File: config.mk
export PLATFORM = sky130hd
export DESIGN_NAME = h_cache_drain_ctrl
export DESIGN_NICKNAME = d
export VERILOG_FILES = /design/src/rtl/h_cache_drain_ctrl.sv
export SDC_FILE = /design/constraint.sdc
export NUM_CORES = 1
export LEC_CHECK = 0
export CAP_MARGIN = 25
export CORE_AREA = 2 2 235 237
export DETAILED_ROUTE_END_ITERATION = 10
export DIE_AREA = 0 0 237 239
export DONT_BUFFER_PORTS = 1
export PLACE_DENSITY = 0.4
export SYNTH_ARGS = -nofsm -noshare
export SYNTH_HDL_FRONTEND = slang
export SYNTH_SLANG_ARGS = --single-unit
File: constraint.sdc
create_clock -name clk -period 6.93 [get_ports clk]
set_clock_uncertainty 0.1 [all_clocks]
set_input_delay 0.693 -clock clk [delete_from_list [all_inputs] [get_ports clk]]
set_output_delay 0.693 -clock clk [all_outputs]
set_load 0.02 [all_outputs]
File: src/rtl/h_cache_drain_ctrl.sv
// Drains the tracking buffer from index 0 up to a start-time snapshot of the write index.
// Reads go through a small credit-limited output FIFO so the consumer can stall.
module h_cache_drain_ctrl #(
    parameter int NUM_ENTRIES = 8192,
    parameter int ENTRY_WIDTH = 64,
    parameter int NUM_IDX_BIT = $clog2(NUM_ENTRIES),
    parameter int RD_LAT      = 1,
    parameter int FIFO_DEPTH  = 4
) (
    input  logic                   clk,
    input  logic                   reset_n,
    input  logic                   start_i,
    output logic                   busy_o,
    output logic                   done_o,
    output logic [NUM_IDX_BIT-1:0] drain_cnt_o,
    output logic [15:0]            drop_cnt_o,
    input  logic                   trk_wr_en_i,
    output logic                   buf_wr_en_o,
    input  logic [NUM_IDX_BIT-1:0] buf_wr_idx_i,
    input  logic                   buf_overflow_i,
    output logic                   ovf_sticky_o,
    input  logic                   ovf_clr_i,
    output logic                   buf_rd_en_o,
    output logic [NUM_IDX_BIT-1:0] buf_rd_idx_o,
    input  logic [ENTRY_WIDTH-1:0] buf_rd_data_i,
    output logic                   buf_wr_idx_rst_o,
    output logic                   out_valid_o,
    input  logic                   out_ready_i,
    output logic [ENTRY_WIDTH-1:0] out_data_o,
    output logic                   out_last_o
);

    localparam int PW = (FIFO_DEPTH > 1) ? $clog2(FIFO_DEPTH) : 1;
    localparam int CW = $clog2(FIFO_DEPTH + 1);
    localparam logic [CW:0]   DEPTH_L = (CW+1)'(FIFO_DEPTH);
    localparam logic [PW-1:0] PTR_MAX = PW'(FIFO_DEPTH - 1);

    typedef enum logic [1:0] {IDLE, ISSUE, RST_IDX, DONE} state_t;

    state_t                 state;
    logic [NUM_IDX_BIT-1:0] cnt_q;
    logic [NUM_IDX_BIT-1:0] issue_idx;
    logic [NUM_IDX_BIT-1:0] start_cnt;
    logic [15:0]            drop_q;
    logic                   ovf_q;
    logic [RD_LAT-1:0]      vld_pipe;
    logic [RD_LAT-1:0]      last_pipe;
    logic [CW-1:0]          inflight;
    logic [CW-1:0]          occ;
    logic [PW-1:0]          wr_ptr;
    logic [PW-1:0]          rd_ptr;
    logic [ENTRY_WIDTH-1:0] fifo_data [FIFO_DEPTH];
    logic                   fifo_last [FIFO_DEPTH];

    logic rd_en;
    logic push;
    logic pop;
    logic issue_last;

    // Handshake: an entry transfers on a rising clk edge where out_valid_o and
    // out_ready_i are both high; out_data_o/out_last_o hold while valid and not ready.
    assign busy_o           = (state != IDLE);
    assign done_o           = (state == DONE);
    assign buf_wr_idx_rst_o = (state == RST_IDX);
    assign buf_wr_en_o      = trk_wr_en_i & ~busy_o;
    assign drain_cnt_o      = cnt_q;
    assign drop_cnt_o       = drop_q;
    assign ovf_sticky_o     = ovf_q;

    // A write landing in the start cycle is counted unless the index is already saturated.
    always_comb begin
        start_cnt = buf_wr_idx_i;
        if (buf_wr_en_o && (buf_wr_idx_i != '1)) start_cnt = buf_wr_idx_i + 1'b1;
    end

    // Reads are only issued when the FIFO is guaranteed a free slot on return.
    assign rd_en = (state == ISSUE) && (issue_idx < cnt_q) &&
                   (({1'b0, inflight} + {1'b0, occ}) < DEPTH_L);
    assign issue_last   = (issue_idx == (cnt_q - 1'b1));
    assign buf_rd_en_o  = rd_en;
    assign buf_rd_idx_o = rd_en ? issue_idx : '0;

    assign push        = vld_pipe[RD_LAT-1];
    assign out_valid_o = (occ != '0);
    assign out_data_o  = fifo_data[rd_ptr];
    assign out_last_o  = out_valid_o & fifo_last[rd_ptr];
    assign pop         = out_valid_o & out_ready_i;

    always_ff @(posedge clk) begin
        if (!reset_n) begin
            state     <= IDLE;
            cnt_q     <= '0;
            issue_idx <= '0;
            drop_q    <= '0;
        end else begin
            case (state)
                IDLE: begin
                    if (start_i) begin
                        cnt_q     <= start_cnt;
                        issue_idx <= '0;
                        drop_q    <= '0;
                        state     <= (start_cnt != '0) ? ISSUE : RST_IDX;
                    end
                end
                ISSUE: begin
                    if (rd_en) issue_idx <= issue_idx + 1'b1;
                    if (pop && out_last_o) state <= RST_IDX;
                end
                RST_IDX: state <= DONE;
                DONE:    state <= IDLE;
                default: state <= IDLE;
            endcase
            if (trk_wr_en_i && busy_o && (drop_q != 16'hFFFF)) drop_q <= drop_q + 16'd1;
        end
    end

    always_ff @(posedge clk) begin
        if (!reset_n) ovf_q <= 1'b0;
        else if (buf_overflow_i) ovf_q <= 1'b1;
        else if (ovf_clr_i) ovf_q <= 1'b0;
    end

    // Read-latency pipeline carries the valid and last-entry marker alongside the buffer.
    always_ff @(posedge clk) begin
        if (!reset_n) begin
            vld_pipe  <= '0;
            last_pipe <= '0;
        end else begin
            for (int i = RD_LAT - 1; i > 0; i--) begin
                vld_pipe[i]  <= vld_pipe[i-1];
                last_pipe[i] <= last_pipe[i-1];
            end
            vld_pipe[0]  <= rd_en;
            last_pipe[0] <= rd_en & issue_last;
        end
    end

    always_ff @(posedge clk) begin
        if (!reset_n) begin
            inflight <= '0;
            occ      <= '0;
            wr_ptr   <= '0;
            rd_ptr   <= '0;
        end else begin
            case ({rd_en, push})
                2'b10:   inflight <= inflight + 1'b1;
                2'b01:   inflight <= inflight - 1'b1;
                default: inflight <= inflight;
            endcase
            case ({push, pop})
                2'b10:   occ <= occ + 1'b1;
                2'b01:   occ <= occ - 1'b1;
                default: occ <= occ;
            endcase
            if (push) wr_ptr <= (wr_ptr == PTR_MAX) ? '0 : wr_ptr + 1'b1;
            if (pop)  rd_ptr <= (rd_ptr == PTR_MAX) ? '0 : rd_ptr + 1'b1;
        end
    end

    always_ff @(posedge clk) begin
        if (push) begin
            fifo_data[wr_ptr] <= buf_rd_data_i;
            fifo_last[wr_ptr] <= last_pipe[RD_LAT-1];
        end
    end

endmodule

==> impl_metrics.yaml <==
run_status:
  outcome: "finished clean"
yosys:
  synth_fp_nets: 979
  synth_seq_cells: 319
  synth_warnings: 0
  synth_edf_count: 260
  netlist_top_cells_count: "edfxtp_1, mux4_2, dfxtp_1"
  synth_ff_type: "edfxtp_1"
  seq_area_frac_synth: 0.672
  syn_area_per_cell_um2: 15.5
  yosysMostFrequentCell: "edfxtp_1"
  async_reset_ff_frac: 0
  synth_top_area_cell: "edfxtp_1"
  syn_inst: 862
  synth_top_area_frac: 0.583
  synth_area_leaders: "edfxtp_1, mux4_2, dfxtp_1"
  syn_area_mm2: 0.0134
  ys_types: 60
placement:
  port_buffers: 0
  place_area_mm2: 0.0142
  dp_hpwl_um: 20100
  gp_congestion: 0.754
setup_path:
  crit_path_start_kind: "register"
  slowest_stage: "dfxtp_1"
  cp_top_family: "compound AO/OA/AOI/OAI gates"
  crit_buf_inv: 2
  reg2reg_slack_ns: 3.60
  r2r-end: "inflight[2]"
  cp_cell_sequence: "inv_1 > ha_1 > a21o_1 > a21oi_1 > a211oi_1 > a2111oi_2 > inv_1 > nor2_1"
  path_class: "reg2out"
  arrival_ns: 3.02
  timing.rr.start: "drain_cnt_o[4]"
  crit_required_ns: 6.14
  crit_fanout: 9
  r2r_cells: 12
  crit_top_cell: "inv_1"
  critPathMaxStageDelay_ns: 0.64
  endpoint_kind: "output port"
floorplan:
  start_util: 0.246
  die_y_um: 239
  die_w_um: 237
  fp-row-count: 86
  core_mm2: 0.0543
  ios: 198
  die-area_mm2: 0.0566
routing:
  ant_nets: 0
  drc: 0
  wirelength_um: 31800
  vias: 7387
  post_drt_wl_per_cell_um: 19.8
  drtIter0Drc: 385
  viasPerCell: 4.60
  drtPass1Iterations: 4
cts:
  root_buffer: "clkbuf_16"
  tritoncts: "yes"
  cts_buffers: 37
  htreeDepth: 2
  cts_buffer_depth: 3
  hold_buffers: 0
  clk_latency_ns: 0.53
  post_cts_buffers: 0
  cts_sinks: 319
  clk_pin_slew_ns: 0.06
  post_cts_resized: 0
timing:
  rsz0062_at_grt: "false"
  max_freq_mhz: 262
  min_period_over_period: 0.551
  finalHoldViolCount: 0
  slew_viol_final: 0
  fin_tns_setup_ns: 0
  setup_viol: 0
  hold-worst-slack_ns: 0.153
  period_minus_slack_ns: 3.82
  slew_headroom: 0.432
  tightest_slew_ns: 0.853
min_path:
  hold_class: "in2reg"
  hold_start: "buf_rd_data_i[35]"
  worstHoldEndpoint: "fifo_data[2][35]"
  holdPathStages: 0
finish:
  seq_area_mm2: 0.00900
  num_antenna_cells: 0
  n_fill_cell: 5478
  drive_above_1_share: 0.157
  multi_input_area_mm2: 0.00413
  final_core_util: 0.282
  syn2layout_area_growth_pct: 14.6
  fin_area_mm2: 0.0153
  fin_nets: 994
grt:
  overflow: 0
  grt_usage: 0.112
  grt_pass1_wl_um: 48000
  grt_max_degree: 51
  antenna_found_initial: 0
  grt_pass1_vias: 7659
flow_run:
  drv_cap: 0
pwr:
  p_total_mw: 5.43
  p_leak_nw: 4.77
  ir_drop_uv: 141
  power_density_mw_per_mm2: 354
## how the worst max path moves through the flow
stage / start / end / slack (ns) / cells after the start
6_report: drain_cnt_o[3] / buf_rd_idx_o[7] / 3.11 / 8
5_1_grt: drain_cnt_o[3] / buf_rd_idx_o[7] / 2.90 / 8
4_1_cts: drain_cnt_o[3] / buf_rd_idx_o[11] / 3.03 / 8
3_5_place_dp: drain_cnt_o[3] / inflight[2] / 3.60 / 13
3_3_place_gp: drain_cnt_o[3] / buf_rd_idx_o[7] / 3.64 / 8
2_1_floorplan: drain_cnt_o[3] / inflight[2] / 3.58 / 15
## metal layers
| metal | vias up | part of all wire | global-route usage |
|---|---|---|---|
| li1 | 3419 | - | - |
| met4 | 0 | 0.020 | 0.0320 |
| met3 | 43 | 0.099 | 0.0510 |
| met5 | - | 0 | 0 |
| met2 | 217 | 0.47 | 0.184 |
| met1 | 3708 | 0.41 | 0.131 |
## cells by family after synthesis
group	Yosys count	synth area share
AOI/OAI and AO/OA	115	0.0539
xor gates and xnor gates	30	0.0196
adders and majority gates	33	0.0320
buffers and inverters	72	0.0209
DFF	319	0.672
muxes	72	0.115
and+or+nand+nor	221	0.0870
## placed cells by master, fill, tap and decap left out, types with 3 or more instances in the layout
cell       netlist  routed
clkbuf_1        21       7
ha_1            31      31
xor2_1           9       9
and3_1           9       9
inv_1           36      36
a31oi_1          9       9
mux4_2          65      65
nor2b_1          4       4
clkbuf_16        0      39
and4_1           4       4
nor2_1          56      56
nand3_1         18      18
buf_4            0       9
nor3b_1          3       3
nor3_1          18      18
nand4_1         12      12
dfxtp_1         59      57
a211oi_1         9       9
o31ai_1          5       5
a311oi_1         3       3
clkinv_1         1       8
clkinv_2         0       7
a41oi_1          3       3
mux2i_1          5       5
xnor2_1         21      21
and2_1          15      11
and2_4           0       4
nand2_1         39      39
a21o_1           5       5
nor4_1           7       7
a21oi_1         42      42
or3_1           14      14
or4_1            7       7
o21ai_0         23      23
edfxtp_1       260     260
## report_power, final
group / total [mW] / switching (mW) / internal [mW]
combinational: 1.24 / 0.787 / 0.457
clock: 1.81 / 0.747 / 1.06
sequential: 2.38 / 0.160 / 2.22
## metrics by stage
stage | setup WS (ns) | std cells
finish | 3.11 | 1606
global route | 2.90 | 1606
CTS | 3.03 | 1605
detailed placement | 3.60 | 1541
global placement | 3.64 | 1541
floorplan | 3.58 | 862
## worst reg2reg max path, cell delays in order, from the launching register on
cell	delay [ns]
dfxtp_1	0.63
inv_1	0.14
ha_1	0.32
o2111ai_1	0.16
a211oi_1	0.30
a2111oi_2	0.07
inv_1	0.23
ha_1	0.24
inv_1	0.06
fa_1	0.38
xor2_1	0.18
or3_1	0.31
a21oi_1	0.14
## final cells by class
| cell class | instances | share of cell area |
|---|---|---|
| repair buffers | 10 | 0.00473 |
| inverters | 38 | 0.00930 |
| clock inverters | 18 | 0.00742 |
| flip-flops and latches | 319 | 0.587 |
| clock buffers | 46 | 0.0653 |
| well taps | 704 | 0.0574 |
| multi-input cells | 471 | 0.269 |
## state kept, by name (all words and copies together), names as in the netlist, named ones only
register / cells
drain_cnt_o: 13
drop_cnt_o: 16
fifo_data: 256
fifo_last: 4
inflight: 3
issue_idx: 13
last_pipe: 1
occ: 3
ovf_sticky_o: 1
push: 1
rd_ptr: 2
state: 2
wr_ptr: 2
(Power assumes the default switching activity.)
